[config.mk]
export PLATFORM = sky130hd
export DESIGN_NAME = bram_frame_ctrl
export DESIGN_NICKNAME = d
export VERILOG_FILES = /design/src/rtl/bram_frame_ctrl.sv
export SDC_FILE = /design/constraint.sdc
export NUM_CORES = 1
export LEC_CHECK = 0
export CORE_MARGIN = 5
export CORE_UTILIZATION = 45
export DETAILED_ROUTE_END_ITERATION = 10
export GPL_ROUTABILITY_DRIVEN = 0
export MAX_ROUTING_LAYER = met4
export PLACE_DENSITY = 0.78
export SLEW_MARGIN = 15
export SYNTH_ARGS = -nofsm -noshare
export SYNTH_HDL_FRONTEND = slang
export SYNTH_SLANG_ARGS = --single-unit
[constraint.sdc]
create_clock -name clk -period 2.9 [get_ports clk]
set_input_delay 0.725 -clock clk [delete_from_list [all_inputs] [get_ports clk]]
set_output_delay 0.725 -clock clk [all_outputs]
set_load 0.03 [all_outputs]
[src/rtl/bram_frame_ctrl.sv]
// Frame BRAM sequencer: packs UART byte pairs into words on port A, drains them in order on port B.
// Latency: write in the cycle of the second byte; drained word appears RD_LAT+1 cycles after its read issue.
// Backpressure: out_data held until out_ready; bytes arriving while full or draining are dropped (sticky overflow).
module bram_frame_ctrl #(
    parameter int ADDR_W    = 12,
    parameter int DEPTH     = 4096,
    parameter int RD_LAT    = 1,
    parameter int LSB_FIRST = 1
) (
    input  logic              clk,
    input  logic              rst_n,
    input  logic [7:0]        rx_data,
    input  logic              rx_valid,
    input  logic              rd_start,
    input  logic              clear,
    output logic              wea,
    output logic [ADDR_W-1:0] addra,
    output logic [15:0]       dina,
    output logic              enb,
    output logic [ADDR_W-1:0] addrb,
    input  logic [15:0]       doutb,
    output logic [15:0]       out_data,
    output logic              out_valid,
    input  logic              out_ready,
    output logic [ADDR_W:0]   word_count,
    output logic              full,
    output logic              overflow,
    output logic              busy,
    output logic              done
);

    localparam logic [1:0] S_IDLE     = 2'd0;
    localparam logic [1:0] S_RD_ISSUE = 2'd1;
    localparam logic [1:0] S_RD_WAIT  = 2'd2;
    localparam logic [1:0] S_RD_OUT   = 2'd3;

    localparam int LAT_W = (RD_LAT > 1) ? $clog2(RD_LAT) : 1;
    localparam logic [ADDR_W:0] DEPTH_C = (ADDR_W+1)'(DEPTH);

    logic [1:0]        state;
    logic [ADDR_W-1:0] wr_ptr;
    logic [ADDR_W-1:0] rd_ptr;
    logic [ADDR_W:0]   word_count_q;
    logic              half;
    logic [7:0]        first_byte;
    logic [LAT_W-1:0]  wait_cnt;
    logic [15:0]       out_data_q;
    logic              overflow_q;
    logic              done_q;

    logic        is_idle;
    logic        full_c;
    logic        wr_fire;
    logic        drop;
    logic        start_ok;
    logic        last_word;
    logic        wait_last;
    logic [15:0] pair;

    assign is_idle   = (state == S_IDLE);
    assign full_c    = (word_count_q == DEPTH_C);
    assign wr_fire   = rx_valid && is_idle && !full_c && half && !clear;
    assign drop      = rx_valid && (!is_idle || full_c);
    assign pair      = (LSB_FIRST != 0) ? {rx_data, first_byte} : {first_byte, rx_data};
    // A second byte landing with rd_start counts toward the drain length.
    assign start_ok  = rd_start && is_idle && ((word_count_q != '0) || wr_fire);
    assign last_word = ({1'b0, rd_ptr} == (word_count_q - (ADDR_W+1)'(1)));
    assign wait_last = (wait_cnt == LAT_W'(RD_LAT - 1));

    assign wea        = wr_fire;
    assign addra      = wr_ptr;
    assign dina       = wr_fire ? pair : 16'h0000;
    assign enb        = (state == S_RD_ISSUE);
    assign addrb      = rd_ptr;
    assign out_data   = out_data_q;
    assign out_valid  = (state == S_RD_OUT);
    assign word_count = word_count_q;
    assign full       = full_c;
    assign overflow   = overflow_q;
    assign busy       = !is_idle;
    assign done       = done_q;

    always_ff @(posedge clk or negedge rst_n) begin
        if (!rst_n) begin
            state        <= S_IDLE;
            wr_ptr       <= '0;
            rd_ptr       <= '0;
            word_count_q <= '0;
            half         <= 1'b0;
            first_byte   <= 8'h00;
            wait_cnt     <= '0;
            out_data_q   <= 16'h0000;
            overflow_q   <= 1'b0;
            done_q       <= 1'b0;
        end else if (clear) begin
            state        <= S_IDLE;
            wr_ptr       <= '0;
            rd_ptr       <= '0;
            word_count_q <= '0;
            half         <= 1'b0;
            first_byte   <= 8'h00;
            wait_cnt     <= '0;
            out_data_q   <= 16'h0000;
            overflow_q   <= 1'b0;
            done_q       <= 1'b0;
        end else begin
            done_q <= 1'b0;
            if (drop) begin
                overflow_q <= 1'b1;
            end
            case (state)
                S_IDLE: begin
                    if (rx_valid && !full_c) begin
                        half <= ~half;
                        if (!half) begin
                            first_byte <= rx_data;
                        end
                    end
                    if (wr_fire) begin
                        wr_ptr       <= wr_ptr + ADDR_W'(1);
                        word_count_q <= word_count_q + (ADDR_W+1)'(1);
                    end
                    // Starting a drain discards any lone pending byte.
                    if (start_ok) begin
                        half   <= 1'b0;
                        rd_ptr <= '0;
                        state  <= S_RD_ISSUE;
                    end
                end
                S_RD_ISSUE: begin
                    wait_cnt <= '0;
                    state    <= S_RD_WAIT;
                end
                S_RD_WAIT: begin
                    if (wait_last) begin
                        out_data_q <= doutb;
                        state      <= S_RD_OUT;
                    end else begin
                        wait_cnt <= wait_cnt + LAT_W'(1);
                    end
                end
                S_RD_OUT: begin
                    if (out_ready) begin
                        if (last_word) begin
                            word_count_q <= '0;
                            wr_ptr       <= '0;
                            done_q       <= 1'b1;
                            state        <= S_IDLE;
                        end else begin
                            rd_ptr <= rd_ptr + ADDR_W'(1);
                            state  <= S_RD_ISSUE;
                        end
                    end
                end
                default: state <= S_IDLE;
            endcase
        end
    end

endmodule

Word level (Yosys, flattened, before mapping). Cells that the tools add are included.

Register bits after elaboration: 67. Bits of input ports: 30. Output and inout port bits: 76. Logic and storage cells: 99.

$add $sub $neg: 5. Eq/ne operators: 13. Muxes and demuxes: 42. Bitwise logic cells: 1. Reduce and logical (&&, ||, !) cells: 28.

Operators with widths (number): $mux W12 (8); $mux W16 (4); $mux W13 (4); $pmux W12 S2 (2); $mux W8 (4); $pmux W13 S2 (1); $add A12 B1 Y12 const B (2); $add A13 B1 Y13 const B (1); $eq A12 B13 Y1 (1); $eq A13 B13 Y1 const B (1); $mux W1 (13); $reduce_bool A13 Y1 (1); $sub A13 B1 Y13 const B (1); $ne A3 B2 Y1 const B (4); $reduce_bool A3 Y1 (3); $logic_and A1 B1 Y1 (8); $mux W2 (4); $pmux W2 S4 (1); $reduce_and A4 Y1 (2); $reduce_bool A2 Y1 (4); $ne A3 B3 Y1 const B (2); $reduce_and A3 Y1 (2); $eq A2 B2 Y1 const B (2); $ne A2 B2 Y1 const B (2); other kinds (8) (12).

Depth between registers and ports, before layout. Gate-level depths: netlist of run 1.

Word-level depth: 10. Depth in mapped cells: 12. Mapped depth without buffers: 10.

Worst setup path after synthesis of run 1. OpenSTA, ideal clock, no wires.

Kind: reg2out. Start: register word_count_q[0], in the netlist word_count[0]. End: output dina[10]. Arrival: 2.968 ns. Data required time: 2.175 ns. Path slack: -0.793 ns. Stages on the path, launching flop included: 10. Path buffers: 2. Path through: dfrtp_1 -> clkbuf_1 -> inv_1 -> ha_1 -> or4b_4 -> o41ai_4 -> or2_2 -> nor3b_1 -> clkbuf_1 -> and2_1.

Cells in the longest elaborated chain, start to end: 6.

Ends and longest elaborated chain: start, declared (RTL line 43) `logic [ADDR_W:0] word_count_q;`; start signal, assigned (RTL line 121) `word_count_q <= word_count_q + (ADDR_W+1)'(1);`; $eq A13 B13 Y1 (RTL line 61) `assign full_c = (word_count_q == DEPTH_C);`; $logic_not A1 Y1 (RTL line 62) `assign wr_fire = rx_valid && is_idle && !full_c && half && !clear;`; $logic_and A1 B1 Y1 (3 in a row) (RTL line 62); via wea (RTL line 16) `output logic wea,`; $mux W16 (RTL line 72) `assign dina = wr_fire ? pair : 16'h0000;`; end, declared (RTL line 18) `output logic [15:0] dina,`.

The timed path passes the listed nets, and every way through them passes these cells.

Worst setup path after layout of run 1.
Start: register word_count_q[5], in the netlist word_count[5]. End: output dina[4].

Cells in the longest elaborated chain, start to end: 6.

Ends and longest elaborated chain (RTL line): $eq A13 B13 Y1 (61); $logic_not A1 Y1 (62); $logic_and A1 B1 Y1 (3 in a row) (62); $mux W16 (72).

Every way passes these cells.

==> metrics, run 1 <==
static leakage=approximately 2.6 nW; Hold Crit Class=input pin to async pin; WHS=around 0.32 ns; Post-synth EDFFs=0; Post-Synthesis Cells=about 430; min Tclk post-route=about 3.1 ns; Final setup viols=53; max_slew headroom=slightly above 40%; FP Rows=34; CTS tree=yes; Total Wirelength=between 10000 and 15000 um; switch share=between 30% and 40%; clk slew on worst S/H paths=0.07 ns; VDD IR max=between 0.3 and 0.4 mV; critical path required time=~2.2 ns; status=finished with violations; Via-to-Cell Ratio=~5.6; syn nets=466; Yosys Warn Count=0; total gr overflow=0; vias in the first global route=between 3000 and 4000; Ant. Diodes=0; Primary FF master, synth=dfrtp_1; DRC viols=0; Clock power frac=25.3%; crit path capture type=output pin; RSZ-0062 raised after global routing=true; area grow syn2layout=42.3%; post-route insts no fill=about 670; Combinational Power Share=between 30% and 40%; clk_lat worst skew=around 0.34 ns; gr usage total=20.0%; final worst slack=-0.233 ns; placed cell count=643; synthesized cell area=0.00404 sq mm; Max Fclk=around 320 MHz; commonest non-fill, non-tap cell in the layout=clkdlybuf4s50_1; final hold violation count=0; DRT iter0 DRCs=roughly 200; pwr/cell area=about 530 mW/mm^2; Crit Path Class=register to output pin; commonest cells after routing, fill and taps aside=clkdlybuf4s50_1 (86), dfrtp_1 (62), nor2_1 (50); post-DR wirelength/cell=roughly 17 um; max-slew violations=0; Total Nets Final=~600; initial antenna violation count=0; Filler cells=roughly 670; Placeable Area=around 0.0087 sq mm; failing checks=setup timing; Die Y-Extent=around 100 um; share of cells above drive strength 1=24.2%; Root Driver=clkbuf_8; starting density of the core=approximately 46%; syn avg cell area=approximately 9.5 sq um; DP HPWL=roughly 7900 um; number of buffers created by CTS=9; final antenna-violating net count=0; hold_buf cts=0; Max Cap Viol=0; clock tree buffer depth=2; WP data arrival=roughly 2.4 ns; fraction of registers with async set/reset=100%; Distinct cells, synth=63; largest net degree at the start of global routing=34; Die W=~100 um; worst slew pin tran=0.896 ns; #FFs+latches synth=66; detailed-route via count=around 3800; DR pass1 iterations=5; NetSw=1.06 mW; internal cell power=1.97 mW; CP Launch Type=register; full die area=about 0.011 sq mm; Top Ports=between 100 and 150; period utilisation layout=108%; sequential share of power=35.3%; Clock Sinks=66; Worst Clk Skew=approximately 0.0071 ns; port bufs=between 100 and 150; sequential area share after synthesis=about two fifths; Tot Pwr=roughly 3.0 mW; critical path fanouts, max=17; H-tree levels=3; global-route wire length before repair=17700 um
-- repair_timing --
action | 4_1_cts | 5_1_grt
endpoints found under the setup margin | 18 | 30
gates resized for setup | 20 | 33
pin swaps | 4 | 16
cloned | 0 | 2
buffers inserted | 3 | 7
-- cells in the mapped netlist (5+ instances only) --
cell type / count / area (sq um)
dfrtp_1: 66 / 1650
inv_1: 9 / 33.8
nor3_1: 8 / 40.0
and3_1: 13 / 81.3
o31ai_1: 5 / 37.5
a31oi_1: 6 / 37.5
nand3_1: 13 / 65.1
o21ai_1: 39 / 195
nor2_1: 51 / 191
nand2_1: 42 / 158
a21oi_1: 5 / 25.0
a22o_1: 8 / 70.1
xnor2_1: 11 / 96.3
o21ai_0: 12 / 60.1
and2_1: 17 / 106
clkbuf_1: 10 / 37.5
mux2i_1: 24 / 240
ha_1: 9 / 113
nand4_1: 10 / 62.6
-- cells by family after synthesis --
group,count (synthesis),share of synthesized area (%)
compound gates,93,15.7
mux,25,6.22
fa+ha+maj,9,2.79
flops,66,40.9
buf+inv,34,6.47
simple gates,185,24.7
xor+xnor,15,3.25
-- per-stage QoR --
step / TNS [ns] / setup slack, ns / util [%] / area [sq um]
floorplan: -0.248 / -0.0275 / - / 4120
global route: -12.21 / -0.325 / 65.9 / 5750
CTS: -4.95 / -0.318 / 63.4 / 5530
finish: -7.09 / -0.233 / 65.9 / 5750
detailed placement: 0 / 0.0188 / 60.3 / 5260
global placement: 0 / 0.0480 / 60.3 / 5260
-- worst paths after layout --
kind                                    start            end  slack (ns)  depth (start not counted)
worst max-delay path            word_count[5]        dina[4]       -0.23                          7
worst min-delay path                    rst_n    out_data[7]        0.32                          1
worst max register to register  word_count[1]      addrb[10]       -0.19                         12
worst min register to register       overflow       overflow        0.51                          2
max in group asynchronous               rst_n  word_count[1]        1.97                          2
min in group clk                     overflow       overflow        0.51                          2
-- power groups by stage --
stage,Sequential [mW],Combinational (mW),Clock (mW)
after floorplan,1.16,0.660,0
after global placement,1.09,1.07,0
after detailed placement,1.09,1.10,0
after CTS,1.07,1.12,0.791
after global routing,1.09,1.29,0.831
final,1.07,1.20,0.769
-- cell type report --
type	instances	area [sq um]	share of cell area, %
inverter	9	36.3	0.631
timing repair buffer	143	1430	24.8
multi-input combinational	327	2300	40.1
sequential	66	1660	28.8
tap	108	135	2.35
clock inverter	3	40.0	0.696
clock buffer	11	151	2.63
-- critical path, stage by stage (launching register included) --
cell	delay [ns]
dfrtp_2	0.40
or4_4	0.57
o41ai_4	0.40
or2_4	0.20
nor3b_4	0.05
buf_12	0.15
and2_1	0.16
buf_6	0.13
-- sequential cells by signal (all words and copies together) (netlist names) --
name and count:
first_byte 8, word_count 13, done 1, addrb 12, addra 12, half 1, state 2, out_data 16
overflow 1
-- routing by layer --
metal | share of wire [%] | routed length (um) | vias up | global-route usage (%)
li1 | - | - | 1770 | -
met1 | 42 | 4660 | 1802 | 25.0
met2 | 49 | 5380 | 164 | 31.7
met3 | 7.7 | 847 | 19 | 5.86
met4 | 1.6 | 181 | 0 | 5.66
met5 | 0 | 0 | - | -
Power figures use the tool's default switching activity.
==> inputs of run 2 (changes only) <==
TNS_END_PERCENT = 1   (was unset)
==> run 2 against run 1 <==
The run still ends with setup timing left; register-to-register slack gained 0.24 ns; sequential share of layout area grew 0.93 points; combinational power shrank 7%; fmax grew 0.16%; non-clock buffer count shrank 6; via count shrank 2.4%; first-iteration DRC count shrank 0.51%; design area shrank 3.1%; final cell count shrank 0.90%; critical endpoint unchanged.
==> metrics, run 2 (synthesis gave the netlist of run 1 again) <==
max reg flops=16 (unchanged); gr usage total=20.0% (unchanged); DRC viols=0 (unchanged); period utilisation layout=108% (-0.17 points); detailed-route via count=3666 (-2.4%); Die W=105 um (unchanged); post-route insts no fill=661 (-0.90%); Tot Pwr=2.97 mW (-2.4%); starting density of the core=46.3% (unchanged); CP max stage cell=or4b_4; Crit Path Class=register to output pin; largest net degree at the start of global routing=34 (unchanged); delay-heaviest family, CP=simple AND/OR/NAND/NOR gates; Hold Crit Class=input pin to async pin; Final setup viols=18 (-66%); post-DR wirelength/cell=16.0 um (-3.8%); Max Cap Viol=0 (unchanged); FP Rows=34 (unchanged); Worst Clk Skew=0.00720 ns (+0.0000728 ns); clk slew on worst S/H paths=0.07 ns (about the same); RSZ-0062 raised after global routing=true; full die area=0.0110 sq mm (unchanged); Ant. Diodes=0 (unchanged); cell count along the critical path=9 (+2); Max Fclk=320 MHz (+0.16%); Clock Sinks=66 (unchanged); Setup TNS Final=-3.48 ns (+3.61 ns); hold_buf cts=0 (unchanged); critical path required time=2.17 ns (about the same); crit-path max cell delay=0.49 ns (-0.08 ns); failing checks=setup timing; CTS tree=yes; global-route wire length before repair=17700 um (unchanged); VDD IR max=0.385 mV (-1.9%); status=finished with violations; H-tree levels=3 (unchanged); final hold violation count=0 (unchanged); Root Driver=clkbuf_8; Critical path buffers and inverters=3 (+1); final antenna-violating net count=0 (unchanged); commonest cells after routing, fill and taps aside=clkdlybuf4s50_1 (86), dfrtp_1 (62), nor2_1 (51); max-slew violations=0 (unchanged); clock tree buffer depth=2 (unchanged); Filler cells=696 (+4.0%); vias in the first global route=3728 (-0.13%); Total Wirelength=10500 um (-4.7%); DR pass1 iterations=4 (-1); Top Ports=106 (unchanged); total gr overflow=0 (unchanged); WP data arrival=2.40 ns (about the same); critical path fanouts, max=17 (unchanged); pwr/cell area=532 mW/mm^2 (+0.79%); port bufs=105 (unchanged); share of cells above drive strength 1=20.4% (-3.7 points); worst r2r path cells=12 (unchanged); Placeable Area=0.00872 sq mm (unchanged); area grow syn2layout=37.9%; CP Launch Type=register; number of buffers created by CTS=9 (unchanged); DP HPWL=7870 um (unchanged); Via-to-Cell Ratio=5.55 (-1.5%); crit path capture type=output pin; final worst slack=-0.228 ns (+0.00493 ns); min Tclk post-route=3.13 ns (-0.00493 ns); worst slew pin tran=0.898 ns (+0.00141 ns); worst reg2reg setup slack=0.05 ns (+0.24 ns); max_slew headroom=40.2% (-0.094 points); CP Cell Sequence=inv_4 -> ha_4 -> or4b_4 -> o41ai_4 -> or2_4 -> nor3b_4 -> buf_12 -> and2_1 -> buf_6; placed cell count=643 (unchanged); DRT iter0 DRCs=195 (-0.51%); initial antenna violation count=0 (unchanged); commonest non-fill, non-tap cell in the layout=clkdlybuf4s50_1; Total Nets Final=589 (-1.0%); reg2reg end=word_count[12]; static leakage=2.50 nW (-2.5%); worst flop-to-flop path startpoint=word_count[0]; clk_lat worst skew=0.34 ns (about the same); Worst Setup SP=word_count[0]; Die Y-Extent=105 um (unchanged)
-- run 2: report_power, final --
part	internal, mW	switching (mW)	leakage [nW]
Clock	0.432	0.337	0.101
Sequential	1.01	0.0668	0.905
Combinational	0.502	0.621	1.50
Total	1.94	1.02	2.50
-- run 2: worst max-delay path by stage --
stage,endpoint
after floorplan,dina[10]
after global placement,dina[12]
after detailed placement,dina[11]
after CTS,dina[3]
after global routing,dina[3]
final,dina[4]
-- run 2: layout make-up --
| class | count | area, sq um | area share, % |
|---|---|---|---|
| clock buffers | 11 | 151 | 2.72 |
| clock inverters | 3 | 40.0 | 0.719 |
| inverters | 9 | 36.3 | 0.651 |
| multi-input cells | 327 | 2210 | 39.7 |
| flip-flops and latches | 66 | 1660 | 29.7 |
| well taps | 108 | 135 | 2.43 |
| repair buffers | 137 | 1340 | 24.0 |
-- run 2: worst reg2reg max path: cells and delay by family, from the launching register on --
family	cells	cell delay [ns]
and+or+nand+nor	3	0.86
DFF	1	0.42
buffers and inverters	3	0.41
AOI/OAI and AO/OA	5	0.91
adders and majority gates	1	0.12
-- run 2: timing repair --
action                                  CTS  global route
gates resized for setup                  20             5
gates cloned                              0             0
pin swaps                                 3             6
endpoints found under the setup margin   18            30
setup buffers                             3             2
-- run 2: through the flow --
stage	util, %	hold WS [ns]	area [sq um]	setup slack, ns
after detailed placement	60.3	0.483	5260	0.0188
final	63.9	0.317	5570	-0.228
after floorplan	-	0.429	4120	-0.0275
after global placement	60.3	0.483	5260	0.0480
after global routing	63.9	0.334	5570	-0.326
after CTS	63.4	0.307	5530	-0.318
-- run 2: routing by layer --
metal | GRT usage (%) | vias up | part of all wire [%]
met5 | - | - | 0
met4 | 5.66 | 0 | 0.90
met3 | 5.86 | 11 | 7.0
met2 | 31.7 | 128 | 48
met1 | 25.0 | 1765 | 44
li1 | - | 1762 | -
==> inputs of run 3 (changes only) <==
CORE_ASPECT_RATIO = 1.4   (was unset)
PLACE_DENSITY = unset   (was 0.78)
PLACE_DENSITY_LB_ADDON = 0.15   (was unset)
==> run 3 against run 2 <==
The flow still finishes with violations (setup timing); design area grew 0.65%; sequential power is essentially flat; count of clock-buffer cells in the layout grew 1; die area grew 0.25%; largest power group unchanged.
==> metrics, run 3 (synthesis gave the netlist of run 1 again) <==
Clock Sinks=66 (unchanged); commonest cells after routing, fill and taps aside=clkdlybuf4s50_1 (86), dfrtp_1 (62), nor2_1 (51); Worst Clk Skew=0.00670 ns (-0.000502 ns); delay-heaviest family, CP=simple AND/OR/NAND/NOR gates; period utilisation layout=108% (+0.41 points); max-slew violations=0 (unchanged); CTS tree=yes; status=finished with violations; largest net degree at the start of global routing=31 (-8.8%); commonest non-fill, non-tap cell in the layout=clkdlybuf4s50_1; pwr/cell area=570 mW/mm^2 (+7.0%); Total Wirelength=11100 um (+4.9%); CP max stage cell=or4_4; Reg area=0.00166 sq mm (unchanged); DRC viols=0 (unchanged); Top Ports=106 (unchanged); crit-path max cell delay=0.60 ns (+0.11 ns); initial antenna violation count=0 (unchanged); CP Cell Sequence=or4_4 -> o41ai_4 -> or2_4 -> nor3b_4 -> buf_12 -> and2_1 -> buf_6; Critical path buffers and inverters=2 (-1); final worst slack=-0.240 ns (-0.0119 ns); DP HPWL=8250 um (+4.8%); clk_lat worst skew=0.33 ns (about the same); min Tclk post-route=3.14 ns (+0.0119 ns); detailed-route via count=3639 (-0.74%); max_slew headroom=38.3% (-1.8 points); critical path required time=2.17 ns (about the same); CP Launch Type=register; crit path capture type=output pin; DRT iter0 DRCs=203 (+4.1%); share of cells above drive strength 1=18.9% (-1.5 points); met1 wire length=4440 um (-4.6%); VDD IR max=0.428 mV (+11%); max reg flops=16 (unchanged); area occupied by multi-input gates=0.00220 sq mm (-0.45%); WP data arrival=2.42 ns (+0.02 ns); worst slew pin tran=0.918 ns (+0.0202 ns); Ant. Diodes=0 (unchanged); FP Rows=41 (+21%); Crit Path Class=register to output pin; static leakage=2.52 nW (+0.54%); full die area=0.0110 sq mm (+0.25%); highest metal used=met4; met2 wire len=5910 um (+17%); Max Fclk=318 MHz (-0.38%); Non-Filler Cell Area, Final=0.00561 sq mm (+0.65%); Placeable Area=0.00887 sq mm (+1.8%); critical path fanouts, max=17 (unchanged); RSZ-0062 raised after global routing=true; Placed Area=0.00526 sq mm (+0.12%); Filler cells=758 (+8.9%); failing checks=setup timing; port bufs=105 (unchanged); Total Nets Final=587 (-0.34%); Final setup viols=18 (unchanged); area grow syn2layout=38.8%; vias in the first global route=3802 (+2.0%); Die W=90.1 um (-14%); gr usage total=21.2% (+1.2 points); Hold Crit Class=input pin to async pin; global-route wire length before repair=18400 um (+3.9%); post-DR wirelength/cell=16.9 um (+5.7%); final hold violation count=0 (unchanged); routed wl met3=553 um (-25%); Die Y-Extent=122 um (+17%); total gr overflow=0 (unchanged); starting density of the core=45.5% (-0.80 points); clock tree buffer depth=2 (unchanged); clk slew on worst S/H paths=0.05 ns (-0.02 ns); Via-to-Cell Ratio=5.55 (about the same); final antenna-violating net count=0 (unchanged); DR pass1 iterations=7 (+3); H-tree levels=3 (unchanged); Max Cap Viol=0 (unchanged); hold_buf cts=0 (unchanged); Tot Pwr=3.19 mW (+7.7%); number of buffers created by CTS=9 (unchanged); Root Driver=clkbuf_16
==> run 3: cell types whose count changed in the layout (fill, tap and decap cells not counted), moves of 2 or more <==
cell       delta
and2_4        -3
clkinv_2      -2
clkbuf_8      -8
clkbuf_16     +9
and2_1        +3
==> run 3: final timing paths <==
path                            slack (ns)              to  cells after the start           from
worst max-delay path                 -0.24         dina[1]                      7  word_count[8]
worst min-delay path                  0.34   word_count[4]                      1          rst_n
worst max register to register        0.07  word_count[12]                     12  word_count[1]
worst min register to register        0.50   first_byte[4]                      1  first_byte[4]
max in group asynchronous             1.80  word_count[11]                      2          rst_n
min in group clk                      0.50   first_byte[4]                      1  first_byte[4]
==> run 3: layout make-up <==
cell class	instances	area share, %
timing repair buffer	135	23.4
sequential	66	29.5
clock buffer	12	4.75
inverter	9	0.647
tap	107	2.39
multi-input combinational	327	39.3
==> run 3: stage by stage <==
stage	hold WS, ns	cells	worst slack, ns	setup TNS [ns]	util [%]
2_1_floorplan	0.429	427	-0.0275	-0.248	-
3_3_place_gp	0.484	644	0.0311	0	59.3
3_5_place_dp	0.489	644	0.0124	0	59.3
4_1_cts	0.338	656	-0.253	-3.81	63.0
5_1_grt	0.357	656	-0.338	-5.22	63.2
6_report	0.336	656	-0.240	-3.45	63.2
==> run 3: timing repair <==
item | 4_1_cts | 5_1_grt
pin swaps | 1 | 2
gates resized for setup | 16 | 5
gates cloned | 0 | 0
setup endpoints to repair | 18 | 47
buffers inserted | 0 | 0
hold endpoints to repair | 0 | 0
==> run 3: power breakdown <==
group	internal, mW	switching (mW)	total [mW]
registers	1.01	0.0676	1.08
logic	0.503	0.619	1.12
clock network	0.629	0.368	0.996
total	2.14	1.05	3.19
==> run 3: layer usage <==
layer  GRT usage [%]  vias up
li1                -     1749
met5               -        -
met4            8.57        0
met2            36.9      114
met3            4.63       12
met1            23.7     1764
